## config.mk

```make
export PLATFORM = sky130hd
export DESIGN_NAME = pipo_arbiter
export DESIGN_NICKNAME = d
export VERILOG_FILES = /design/src/rtl/pipo_arb_pkg.sv /design/src/rtl/pipo_arbiter_rr_pick.sv /design/src/rtl/pipo_arbiter.sv
export SDC_FILE = /design/constraint.sdc
export NUM_CORES = 1
export LEC_CHECK = 0
export CAP_MARGIN = 15
export CORE_UTILIZATION = 30
export CTS_BUF_LIST = sky130_fd_sc_hd__clkbuf_4
export DETAILED_ROUTE_END_ITERATION = 6
export HOLD_SLACK_MARGIN = 0.02
export PLACE_DENSITY = 0.71
export SLEW_MARGIN = 30
export SYNTH_ARGS = -nofsm -noshare
export SYNTH_HDL_FRONTEND = slang
export SYNTH_SLANG_ARGS = --single-unit
```

## constraint.sdc

```tcl
create_clock -name clk -period 2.6 [get_ports clk]
set_clock_uncertainty 0.05 [all_clocks]
set_input_delay 0.39 -clock clk [delete_from_list [all_inputs] [get_ports clk]]
set_output_delay 0.39 -clock clk [all_outputs]
set_load 0.02 [all_outputs]
```

## src/rtl/pipo_arb_pkg.sv

```systemverilog
// pipo_arbiter shared types: FSM state, hold counter width, one-hot helper.
// Optional feature macro used by the top: PIPO_ARB_LOCK_EN.
package pipo_arb_pkg;

  typedef enum logic {
    ARB_IDLE = 1'b0,
    ARB_HOLD = 1'b1
  } arb_state_e;

  localparam int CNT_W = 4;

  function automatic logic [31:0] onehot(
    input int unsigned idx
  );
    onehot = 32'd1 << idx;
  endfunction

endpackage

```

## src/rtl/pipo_arbiter_rr_pick.sv

```systemverilog
// Combinational round-robin picker: first set bit of eligible, scanning
// last+1, last+2, ... modulo N_REQ. Ports: eligible, last -> found, winner.
module rr_pick #(
  parameter int N_REQ = 4,
  parameter int OW    = $clog2(N_REQ)
) (
  input  logic [N_REQ-1:0] eligible,
  input  logic [OW-1:0]    last,
  output logic             found,
  output logic [OW-1:0]    winner
);

  // Scan from the farthest slot back to the nearest so the
  // nearest eligible index after last is the final assignment.
  always_comb begin
    found  = 1'b0;
    winner = '0;
    for (int k = N_REQ; k >= 1; k--) begin
      if (eligible[(int'(last) + k) % N_REQ]) begin
        found  = 1'b1;
        winner = OW'((int'(last) + k) % N_REQ);
      end
    end
  end

endmodule

```

## src/rtl/pipo_arbiter.sv

```systemverilog
// Round-robin arbiter loading one shared WIDTH-bit PIPO register, then
// holding it HOLD_CYCLES cycles. Ports: clk, rst (async low), clr, req,
// data_in -> ack, q, owner, valid, busy. PIPO_ARB_LOCK_EN adds lock.
module pipo_arbiter
  import pipo_arb_pkg::*;
#(
  parameter int N_REQ       = 4,
  parameter int WIDTH       = 8,
  parameter int HOLD_CYCLES = 2,
  parameter int OW          = $clog2(N_REQ)
) (
  input  logic                   clk,
  input  logic                   rst,
  input  logic                   clr,
  input  logic [N_REQ-1:0]       req,
  input  logic [N_REQ*WIDTH-1:0] data_in,
`ifdef PIPO_ARB_LOCK_EN
  input  logic [N_REQ-1:0]       lock,
`endif
  output logic [N_REQ-1:0]       ack,
  output logic [WIDTH-1:0]       q,
  output logic [OW-1:0]          owner,
  output logic                   valid,
  output logic                   busy
);

  arb_state_e       state_q, state_d;
  logic [CNT_W-1:0] cnt_q, cnt_d;
  logic [OW-1:0]    last_q, last_d;
  logic [WIDTH-1:0] q_d;
  logic [OW-1:0]    owner_d;
  logic             valid_d;
  logic [N_REQ-1:0] ack_d;
  logic [N_REQ-1:0] elig;
  logic             pick_found;
  logic [OW-1:0]    pick_w;
  logic             found;
  logic [OW-1:0]    win;

  // A requester acked this cycle still shows req high; mask it.
  assign elig = req & ~ack;

  rr_pick #(
    .N_REQ (N_REQ),
    .OW    (OW)
  ) u_pick (
    .eligible (elig),
    .last     (last_q),
    .found    (pick_found),
    .winner   (pick_w)
  );

`ifdef PIPO_ARB_LOCK_EN
  logic lock_hit;
  assign lock_hit = lock[owner] & elig[owner];
  assign found    = pick_found | lock_hit;
  assign win      = lock_hit ? owner : pick_w;
`else
  assign found = pick_found;
  assign win   = pick_w;
`endif

  assign busy = (state_q == ARB_HOLD);

  always_comb begin
    state_d = state_q;
    cnt_d   = cnt_q;
    last_d  = last_q;
    q_d     = q;
    owner_d = owner;
    valid_d = valid;
    ack_d   = '0;
    if (clr) begin
      q_d     = '0;
      valid_d = 1'b0;
      cnt_d   = '0;
      state_d = ARB_IDLE;
    end else begin
      unique case (state_q)
        ARB_IDLE: begin
          if (found) begin
            q_d     = data_in[int'(win)*WIDTH +: WIDTH];
            owner_d = win;
            valid_d = 1'b1;
            ack_d   = N_REQ'(onehot(32'(win)));
            last_d  = win;
            if (HOLD_CYCLES > 0) begin
              cnt_d   = CNT_W'(HOLD_CYCLES - 1);
              state_d = ARB_HOLD;
            end
          end
        end
        ARB_HOLD: begin
          if (cnt_q == '0) begin
            state_d = ARB_IDLE;
          end else begin
            cnt_d = cnt_q - 1'b1;
          end
        end
        default: state_d = ARB_IDLE;
      endcase
    end
  end

  always_ff @(posedge clk or negedge rst) begin
    if (!rst) begin
      state_q <= ARB_IDLE;
      cnt_q   <= '0;
      last_q  <= OW'(N_REQ - 1);
      q       <= '0;
      owner   <= '0;
      valid   <= 1'b0;
      ack     <= '0;
    end else begin
      state_q <= state_d;
      cnt_q   <= cnt_d;
      last_q  <= last_d;
      q       <= q_d;
      owner   <= owner_d;
      valid   <= valid_d;
      ack     <= ack_d;
    end
  end

endmodule

```

==> run summary <==
status = completed
residual DRC count = 0
fin crit share = 84.33%
average size of a mapped cell = 8.750 µm²
pin count of the biggest net entering global routing = 23
Detail Route Antenna Nets = 0
Leakage = 0.8301 nW
Clock Sinks = 22
Synth Area in Adders = 1.986%
final setup violation count = 0
Max VDD drop = 0.0003584 V
number of hold violations in the final report = 0
# Max-Cap Violations = 0
core area = 4029 µm²
post-synthesis mux area share = 0.7944%
Synth Area in Compound Gates = 22.24%
end-of-flow core utilization = 47.33%
setup_tns = 0 ns
largest family of logic cells by synthesized area = simple AND/OR/NAND/NOR gates
nets = 245
Mapped Area = 1260 µm²
pwr dens = 837.8 nW/µm²
Antenna Cells = 0
first-pass GRT wire length = 4988 µm
Setup Fix Bufs, Post-CTS = 0
max-slew violation count = 0
most frequent cells in the layout = clkdlybuf4s50_1, nand2_1, dfrtp_1, a21oi_1, nor2_1
input/output buffers = 54
Clock transition at path regs = 0.12 ns
IO Count = 55
Die Wd = 66.81 µm
WHS = 0.3570 ns
Clock Latency Late Sink = 0.30 ns
DP Wirelength = 2323 µm
Tmin final = 2.192 ns
Yosys warnings = 0
1st-iter DRT viols = 55
H-tree Lvls = 1
crit path kind = in2reg
final WL = 3085 µm
Crit. End Element = flip-flop
cts bufs inserted = 3
Critical Path AT = 2.40 ns
commonest non-fill, non-tap cell in the layout = clkdlybuf4s50_1
floorplan row count = 23
Area Overhead vs Synth = 51.34%
#FFs+latches synth = 22
Post-Synth XOR/XNOR Area = 1.390%
maximum clock frequency = 456.1 MHz
data required time of the worst path = 2.81 ns
gr usage total = 14.96%
die area = 4463 µm²
RSZ-0062 raised after global routing = no
Die H = 66.81 µm
via count = 1207
CTS tree = done
pin slew with the least headroom to its limit = 0.6075 ns
DR pass1 iterations = 4
Resized Gates After CTS = 0
GPL Wtd Cong = 0.8085
CTS hold repair buffers = 0
total grt overflow = 0
synth unique cells = 34
simple-gate share of the synthesized area = 25.42%
wire per inst = 12.19 µm
Initial Util = 31.27%
clock buffer depth = 2
Startpoint Class = input pin
initial antenna violation count = 0
HP Class = in2async
Seq/Total Area, Yosys = 43.89%
Root Driver = clkbuf_4
share of cells above drive strength 1 = 8.867%
non-filler cells, final = 253
vias in the first global route = 1108
Vias/cell = 4.771
syn nets = 185
worst-path maximum fanout = 20
placed insts = 249
Synth Instances = 144
Worst slew margin = 59.50%
## per-layer routing
layer / up-vias / wire length [µm] / track usage (%)
li1: 622 / - / -
met1: 554 / 1438 / 19.39
met2: 27 / 1494 / 24.37
met3: 4 / 114 / 2.740
met4: 0 / 37 / 5.851
met5: - / 0 / 0
## state kept, by name (all words and copies together) (netlist names)
register,count
owner,2
cnt_q,4
ack,4
busy,1
valid,1
last_q,2
q,8
## final timing paths
path	startpoint	endpoint	slack, ns	cells past startpoint
max	req[0]	q[7]	0.41	7
min	rst	q[0]	0.36	2
max reg2reg	last_q[1]	q[7]	0.44	6
min reg2reg	owner[1]	owner[1]	0.46	2
max in group asynchronous	rst	last_q[0]	1.87	2
min in group clk	owner[1]	owner[1]	0.46	2
## power breakdown
| group | internal, mW | total, mW | switching [mW] |
|---|---|---|---|
| Clock | 0.0560 | 0.158 | 0.102 |
| Combinational | 0.413 | 0.888 | 0.475 |
| Sequential | 0.458 | 0.552 | 0.0938 |
| Total | 0.927 | 1.60 | 0.671 |
## logic make-up (layout without fill, tap and decap cells)
group	Yosys count	count (layout)
compound gates	38	38
xor+xnor	2	2
fa+ha+maj	2	2
buf+inv	11	70
flops	22	22
mux	1	1
simple gates	68	68
## worst max-delay path, stage by stage
cell and delay [ns]:
clkdlybuf4s50_1 0.55, nand2b_1 0.13, a22oi_1 0.26, o211a_1 0.57
a21oi_1 0.15, a21oi_1 0.21, a22o_1 0.14
## synthesized netlist by cell type
cell type / number / share of area [%]
buf_6: 1 / 0.89
o211a_1: 1 / 0.79
a22o_1: 8 / 5.6
nor3_1: 7 / 2.8
ha_1: 2 / 2.0
o32ai_1: 1 / 0.70
nand3_1: 9 / 3.6
nor2b_2: 1 / 0.70
and3_1: 1 / 0.50
buf_2: 4 / 1.6
dfrtp_1: 20 / 40
a22oi_1: 1 / 0.60
a31oi_1: 1 / 0.50
nand2b_1: 2 / 0.99
and2b_2: 1 / 0.70
a21oi_1: 19 / 7.5
a211oi_4: 1 / 1.6
o21ai_0: 3 / 1.2
xor2_1: 2 / 1.4
inv_1: 5 / 1.5
o211ai_2: 1 / 0.99
nor2_1: 10 / 3.0
dfstp_2: 2 / 4.2
nand2_1: 30 / 8.9
nand3b_1: 1 / 0.60
a2111oi_4: 1 / 2.2
clkbuf_1: 1 / 0.30
nor2b_1: 1 / 0.50
or3_1: 1 / 0.50
o21bai_1: 1 / 0.60
and2b_4: 1 / 0.79
and3b_1: 1 / 0.70
mux2i_1: 1 / 0.79
nor3b_1: 2 / 1.2
## metrics by stage
stage / total power [mW] / setup WS, ns / instance area (µm²)
after CTS: 1.614 / 0.4208 / 1907
after global placement: 1.440 / 0.1459 / 1881
after floorplan: 1.118 / 0.7832 / 1260
after global routing: 1.732 / 0.2619 / 1907
final: 1.597 / 0.4075 / 1907
after detailed placement: 1.455 / 0.09305 / 1881
## cell type report
type | instances | area, µm²
Fill cell | 392 | 2122
Multi-Input combinational cell | 111 | 653.1
Timing Repair Buffer | 61 | 593.1
Sequential cell | 22 | 553.0
Tap cell | 50 | 62.56
Clock buffer | 3 | 22.52
Inverter | 5 | 18.77
Clock inverter | 1 | 3.754
(Power assumes the default switching activity.)
